`config.mk`:
```
export PLATFORM = sky130hd
export DESIGN_NAME = pmips_regfile
export DESIGN_NICKNAME = d
export VERILOG_FILES = /design/src/rtl/pmips_regfile.sv
export SDC_FILE = /design/constraint.sdc
export NUM_CORES = 1
export LEC_CHECK = 0
export BUFFER_PORTS_ARGS = -buffer_cell sky130_fd_sc_hd__buf_2
export CAP_MARGIN = 25
export CORE_MARGIN = 4
export CORE_UTILIZATION = 59
export DETAILED_ROUTE_END_ITERATION = 10
export PLACE_DENSITY = 0.8
export SYNTH_ARGS = -nofsm -noshare
export SYNTH_HDL_FRONTEND = slang
export SYNTH_SLANG_ARGS = --single-unit
```
`constraint.sdc`:
```
create_clock -name clk -period 2.87 [get_ports clk]
set_input_delay 0.287 -clock clk [delete_from_list [all_inputs] [get_ports clk]]
set_output_delay 0.287 -clock clk [all_outputs]
set_load 0.01 [all_outputs]
```
`src/rtl/pmips_regfile.sv`:
```
// pmips_regfile: parametrised register file with one write port and two registered read ports.
// Define REGFILE_BYPASS_EN to forward same-edge write data to a reader of the same register.
module pmips_regfile #(
    parameter int unsigned N        = 8,
    parameter int unsigned AW       = 3,
    parameter int unsigned ZERO_REG = 1
) (
    input  logic          clk,
    input  logic          reset,
    input  logic          we,
    input  logic [AW-1:0] waddr,
    input  logic [N-1:0]  wdata,
    input  logic          re1,
    input  logic [AW-1:0] raddr1,
    input  logic          re2,
    input  logic [AW-1:0] raddr2,
    output logic [N-1:0]  rdata1,
    output logic [N-1:0]  rdata2
);

    localparam int unsigned DEPTH = 2 ** AW;

    logic [N-1:0] regs [DEPTH];
    logic         wr_ok;
    logic [N-1:0] rd1_next;
    logic [N-1:0] rd2_next;

    always_comb begin
        wr_ok = we && !((ZERO_REG != 0) && (waddr == '0));
    end

    // Zero-register override is applied last so it also beats forwarding.
    always_comb begin
        rd1_next = regs[raddr1];
        rd2_next = regs[raddr2];
`ifdef REGFILE_BYPASS_EN
        if (we && (raddr1 == waddr)) rd1_next = wdata;
        if (we && (raddr2 == waddr)) rd2_next = wdata;
`endif
        if ((ZERO_REG != 0) && (raddr1 == '0)) rd1_next = '0;
        if ((ZERO_REG != 0) && (raddr2 == '0)) rd2_next = '0;
    end

    always_ff @(posedge clk or posedge reset) begin
        if (reset) begin
            for (int unsigned i = 0; i < DEPTH; i++) begin
                regs[i[AW-1:0]] <= '0;
            end
            rdata1 <= '0;
            rdata2 <= '0;
        end else begin
            if (wr_ok) regs[waddr] <= wdata;
            if (re1) rdata1 <= rd1_next;
            if (re2) rdata2 <= rd2_next;
        end
    end

endmodule

```
# Word level (Yosys, flattened, before mapping)
# Cells that the tools add are included.
# word_totals
register_bits	80
inputBits	22
out_inout_bits	16
elab_cells	34
# classes
order_cmp	4
muxes	11
bitwise	3
n_reduce_logical	6
# ops
operator	count
$bwmux 64	1
$mux 8	7
$bmux 8 s3	2
$demux 8 s3	1
$ge 4x4->1 const B	3
$not 3->4	3
$logic_not 3->1	3
$lt 4x1->1 const B	1
$logic_and 1x1->1	2
$logic_not 1->1	1

# Logic depth before layout (Yosys ltp)
# Gate-level depths: netlist (run 1).
# depth
word_depth	6
depth_mapped	6
depth_no_buf	4

# Least setup slack after synthesis (run 1)
# OpenSTA, ideal clock, no wires.
# synth_path
path_type	input-to-reg
startpoint	in waddr[0]
endpoint	reg regs[40] (netlist bit)
setup_time_ns	0.125
arrival_ns	1.168
required_time_ns	2.745
path_slack_ns	1.577
path_stages	4
n_path_buf	2
cell_sequence	buf_4 -> and4bb_2 -> buf_4 -> mux2_2
# synth_via
elab_chain_cells	6
word_cells_on_any_way	10
classes_between	2 x order compare; 3 x mux; 1 x bitwise; 4 x reduce/logical
# synth_lines
element	line_no	text
start, declared	11	input logic [AW-1:0] waddr,
$not 3->4 (not written as such)	52	if (wr_ok) regs[waddr] <= wdata;
$ge 4x4->1 (not written as such) or $lt 4x1->1 (tied branches)	52	
$logic_and 1x1->1 (not written as such)	52	
$mux 8 (not written as such)	52	
$demux 8 s3	52	
$bwmux 64	52	
end signal, assigned by index	52	
end, declared	23	logic [N-1:0] regs [DEPTH];
# Several ways; a longest one is shown, not always the timed one.
# A chain may end at the register's enable or synchronous reset.

# Worst setup path after layout (run 1)
# layout_path
startpoint	in raddr1[0]
endpoint	reg rdata1[7]
# layout_via
elab_chain_cells	5
word_cells_on_any_way	6
classes_between	4 x mux; 1 x bitwise; 1 x reduce/logical
# layout_lines
element	line_no	text
start, declared	14	input logic [AW-1:0] raddr1,
$not 3->4 (not written as such)	34	rd1_next = regs[raddr1];
$bmux 8 s3	34	
$mux 8 (not written as such) (2 in a row)	34	
$mux 8 (*)	40	if ((ZERO_REG != 0) && (raddr1 == '0)) rd1_next = '0;
end signal, assigned	53	if (re1) rdata1 <= rd1_next;
end, declared	17	output logic [N-1:0] rdata1,
# Mark *: on every way between the ends. The rest lies on a longest branch, timed or not. The select of a mux whose other input is x is not followed.

==> summary.txt, run 1 <==
Slack of the critical path: 1.54 ns
Post-CTS Repair Setup Buffers: 0
IO buf count: 37
Leakage: 1.79 nW
Post-synth net total: 300
Hold_buf cts: 1
Slew @ Worst Pin: 0.634 ns
H-tree Lvls: 3
Slew margin rel.: 57.7%
Vias in the first global route: 2,567
Clk sinks: 72
Critical Path AT: 1.56 ns
Tcrit/Tclk final: 46.5%
Rows: 28
Syn Area/Cell: 13.6 um^2
Outcome: finished clean
Fin. max-slew vios: 0
Routed len/inst: 21.7 um
Synth unique cells: 25
Detail Route Antenna Nets: 0
Hold Crit Class: input port to flop
Top sig layer: met4
# setup viols final: 0
GR Overflow Total: 0
Register bit count reported by yosys: 72
Total power divided by cell area: 651 nW/um^2
RR Startpoint: regs[52]
Die Width: 88.0 um
WP data required: 3.09 ns
Setup WS pre-CTS: 1.18 ns
CTS resizes: 0
Die Y-Extent: 88.0 um
Post-layout util: 67.3%
Reg area: 1800 um^2
1st-pass router iterations: 4
Startpoint Class: input port
Maxcap violations: 0
R2R Setup Slk: 1.65 ns
DP HPWL: 5450 um
Global-route wire length before repair: 13,700 um
Mapped Area: 3780 um^2
Area growth, synth to finish: 8.05%
Fmax: 749 MHz
Clock Skew: 0.00542 ns
CP delay by family, top: buffers and inverters
Commonest cells after routing, fill and taps aside: mux2_2, dfrtp_1, buf_2
Met2 WL post-DR: 3930 um
GRT Total Usage: 23.9%
Met3 wire len: 523 um
Buffers and inverters on the worst path: 1
Type of the worst setup path: input port to flop
Critical Path Start: raddr1[0]
Initial antenna violation count: 0
Setup TNS: 0 ns
Mapped Cells: 278
Endpoints failing hold: 0
Final min period: 1.33 ns
Crit path capture type: flop
RSZ-0062 raised after global routing: no
Number of buffers created by CTS: 9
DRT iter0 DRCs: 184
Clk slew on worst S/H paths: 0.07 ns
Critical path's slowest cell: buf_2
Crit path cell chain: buf_2, mux2_2, a221oi_1, a21oi_1
Largest net degree at the start of global routing: 30
Worst-skew pair later-pin latency: 0.35 ns
Starting Density: 62.3%
Die area: 7750 um^2
WL final: 8450 um
Critical Path Max Stage Delay: 0.50 ns
Commonest non-fill, non-tap cell in the layout: mux2_2
GPL Wtd Cong: 0.798
Largest fanout on the critical path: 25
CORE AREA: 6060 um^2
Peak supply drop: 365 uV
CTS Root Cell: clkbuf_8
Metal-1 WL: 3790 um
CTS Buffer Depth: 2
Fill cell count: 444
Vias per inst: 6.49
Vias: 2,524
Hold_sp: wdata[6]
Share of layout cells above drive strength 1: 48.1%
Register area share after synthesis: 47.7%
Multi-input gate area: 1810 um^2
CTS tree: yes
Ports: 38
Synth warn: 0
Final net count: 333
N_diodes: 0
Number of remaining DRC errors: 0
==> cells by family (layout without fill, tap and decap cells) <==
| group | after synthesis | count (layout) | synth area share [%] |
|---|---|---|---|
| multiplexers | 106 | 106 | 32.3 |
| AO/OA/AOI/OAI | 46 | 46 | 9.08 |
| flip-flops | 72 | 72 | 47.7 |
| AND/OR/NAND/NOR | 33 | 33 | 6.59 |
| buffers and inverters | 21 | 57 | 4.37 |
==> per-stage QoR <==
| step | hold slack, ns | cells | instance area (um^2) | power (mW) |
|---|---|---|---|---|
| after floorplan | 0.438 | 278 | 3780 | 1.82 |
| after global routing | 0.268 | 389 | 4080 | 2.80 |
| final | 0.260 | 389 | 4080 | 2.66 |
| after detailed placement | 0.324 | 374 | 3920 | 1.99 |
| after CTS | 0.249 | 389 | 4080 | 2.67 |
| after global placement | 0.320 | 374 | 3920 | 1.96 |
==> cell usage after synthesis (all sizes together) <==
library cell  number  share of area (%)
nand2b            18                3.0
a221oi            14                3.2
nand2              4               0.40
and4bb             2               0.66
buf               15                3.8
nor3               1               0.43
clkbuf             3               0.30
inv                3               0.30
nor2               2               0.20
and2b              2               0.40
nand4b             3                1.2
nand4              1               0.33
mux4               1               0.60
mux2              98                 30
a21oi             16                2.1
o2bb2ai            1               0.23
dfrtp             72                 48
mux2i              7                1.9
o32ai              1               0.23
o221ai            14                3.2
==> sequential cells by signal, summed over array words and instances (netlist names) <==
name / count
rdata1: 8
rdata2: 8
regs: 56
==> area by class of cell <==
class,instances,area share (%)
inverter,3,0.276
multi-input combinational,185,44.4
tap,75,2.30
clock inverter,1,0.123
clock buffer,13,3.65
timing repair buffer,40,5.15
sequential,72,44.1
==> routing by layer <==
metal  vias up  track usage (%)
li1       1117                -
met4         0             10.7
met3        19             4.61
met5         -                0
met2        91             36.2
met1      1297             33.5
==> power breakdown <==
part | leakage [nW] | internal (mW) | total [mW] | switching, mW
clock network | 0.0794 | 0.328 | 0.677 | 0.349
registers | 0.868 | 1.23 | 1.38 | 0.156
logic | 0.838 | 0.350 | 0.595 | 0.245
==> final timing paths <==
kind / cells after the start / endpoint
max in group asynchronous: 4 / regs[44]
worst max register to register: 3 / rdata2[4]
worst min-delay path: 2 / regs[38]
worst max-delay path: 4 / rdata1[7]
min in group asynchronous: 3 / rdata2[0]
worst min register to register: 2 / rdata2[6]
Power figures use the tool's default switching activity.
==> run 2: changes to the inputs <==
- clock period: 2.87 -> 1.4 ns (I/O delays scaled with it)
==> summary.txt, run 2 (same netlist as run 1, synthesis figures left out) <==
Initial antenna violation count: 0 (unchanged)
1st-pass router iterations: 4 (unchanged)
Multi-input gate area: 1810 um^2 (unchanged)
Die area: 7750 um^2 (unchanged)
Maxcap violations: 0 (unchanged)
Fin. max-slew vios: 0 (unchanged)
Ports: 38 (unchanged)
Detail Route Antenna Nets: 0 (unchanged)
Clk sinks: 72 (unchanged)
GPL Wtd Cong: 0.797 (-0.16%)
Hold_sp: wdata[5]
Global-route wire length before repair: 13,900 um (+1.7%)
Hold Crit Class: input port to flop
Reg area: 1800 um^2 (unchanged)
Type of the worst setup path: flop to flop
Starting Density: 62.3% (unchanged)
Die Y-Extent: 88.0 um (unchanged)
WL final: 8770 um (+3.8%)
Area growth, synth to finish: 14.9%
WP data required: 1.61 ns (-1.48 ns)
Final min period: 1.25 ns
DRT iter0 DRCs: 146 (-21%)
Startpoint Class: flop
# setup viols final: 0 (unchanged)
Logic gate share of total power: 20.8% (-1.6 points)
RSZ-0062 raised after global routing: no
Hold Crit Depth: 2 (unchanged)
Post-CTS Repair Setup Buffers: 0 (unchanged)
GR Overflow Total: 0 (unchanged)
Critical Path Start: regs[19]
Capturing point of the worst reg2reg path: rdata2[3]
WHS Endpoint: regs[45]
Leakage: 1.91 nW (+6.9%)
CTS tree: yes
Reg with most FFs: regs
Buffers and inverters on the worst path: 0 (-1)
N_diodes: 0 (unchanged)
Tcrit/Tclk final: 89.4%
Largest fanout on the critical path: 3 (-88%)
Worst-skew pair later-pin latency: 0.34 ns (about the same)
Die Width: 88.0 um (unchanged)
Number of buffers created by CTS: 9 (unchanged)
Setup TNS: 0 ns (unchanged)
Vias: 2,594 (+2.8%)
Fin area: 4340 um^2 (+6.3%)
Crit path capture type: flop
Commonest non-fill, non-tap cell in the layout: mux2_2
Commonest cells after routing, fill and taps aside: mux2_2, dfrtp_1, buf_2
Critical Path Max Stage Delay: 0.40 ns (-0.10 ns)
Critical path's slowest cell: dfrtp_1
RR Startpoint: regs[19]
Largest net degree at the start of global routing: 73 (+140%)
Net Sw Frac: 27.1% (-1.1 points)
Number of remaining DRC errors: 0 (unchanged)
Power, Total: 6.11 mW (+130%)
GRT Total Usage: 24.4% (+0.55 points)
Vias per inst: 6.36 (-2.0%)
Total power divided by cell area: 1410 nW/um^2 (+120%)
Slack of the critical path: 0.148 ns (-1.39 ns)
Critical Path AT: 1.46 ns (-0.10 ns)
Slew margin rel.: 74.6% (+17 points)
Share of layout cells above drive strength 1: 52.0% (+3.9 points)
R2R depth: 3 (unchanged)
Slew @ Worst Pin: 0.382 ns (-0.252 ns)
CORE AREA: 6060 um^2 (unchanged)
CP delay by family, top: compound AO/OA/AOI/OAI gates
Clock Skew: 0.00714 ns (+0.00173 ns)
DP Area: 4090 um^2 (+4.3%)
Fill cell count: 432 (-2.7%)
IO buf count: 37 (unchanged)
H-tree Lvls: 3 (unchanged)
Biggest registers after layout: regs: 56 flops, rdata1: 8 flops, rdata2: 8 flops
DP HPWL: 5800 um (+6.4%)
Clk network pwr share: 32.7% (+7.2 points)
Clk slew on worst S/H paths: 0.08 ns (about the same)
Routed len/inst: 21.5 um (-1.0%)
Seq pwr share: 46.4% (-5.7 points)
Peak supply drop: 902 uV (+150%)
Vias in the first global route: 2,653 (+3.4%)
Power Internal: 4.45 mW (+130%)
Final hold slack: 0.109 ns (-0.151 ns)
Outcome: finished clean
CTS Buffer Depth: 2 (unchanged)
Crit path cell chain: mux2_1, a221oi_1, a21oi_1
Final net count: 350 (+5.1%)
Largest register FFs: 56 (unchanged)
R2R Setup Slk: 0.15 ns (-1.50 ns)
Setup WS pre-CTS: 0.0629 ns (-1.12 ns)
Rows: 28 (unchanged)
CTS Root Cell: clkbuf_8
NetSw: 1.66 mW (+120%)
Fmax: 799 MHz
Endpoints failing hold: 0 (unchanged)
## run 2: timing repair
item | 4_1_cts | 5_1_grt
endpoints found under the hold margin | 72 | 0
resized for setup | 0 | 0
setup endpoints to repair | 0 | 0
hold buffers | 1 | 0
## run 2: power groups by stage
stage / Sequential, mW / Clock (mW) / Combinational [mW]
6_report: 2.84 / 2.00 / 1.27
5_1_grt: 2.89 / 2.11 / 1.39
4_1_cts: 2.83 / 2.02 / 1.28
3_5_place_dp: 2.87 / 0 / 1.27
3_3_place_gp: 2.84 / 0 / 1.23
2_1_floorplan: 2.80 / 0 / 0.946
## run 2: per-layer routing
metal | share of wire [%] | vias to the layer above | wire length [um] | track usage [%]
met1 | 42 | 1311 | 3700 | 31.8
met2 | 49 | 103 | 4280 | 40.1
met4 | 2.3 | 0 | 204 | 9.75
met5 | 0 | - | 0 | 0
met3 | 6.6 | 21 | 578 | 5.17
li1 | - | 1159 | - | -
## run 2: cell type report
type	instances	share of cell area, %
Tap cell	75	2.16
Inverter	3	0.346
Timing Repair Buffer	57	8.65
Sequential cell	72	41.5
Clock inverter	7	2.74
Clock buffer	9	2.85
Multi-Input combinational cell	185	41.7
## run 2: worst max path at each step
stage	slack, ns	to	cells after the start
after global placement	0.09	rdata1[1]	5
final	0.15	rdata2[3]	3
after detailed placement	0.06	rdata1[4]	5
after floorplan	0.25	regs[40]	4
after CTS	0.17	rdata2[7]	3
after global routing	0.08	rdata2[3]	3
## run 2: per-stage QoR
stage,util [%],instances
after CTS,71.6,408
after detailed placement,67.4,391
final,71.6,408
after global placement,67.4,391
after global routing,71.6,408
after floorplan,-,278
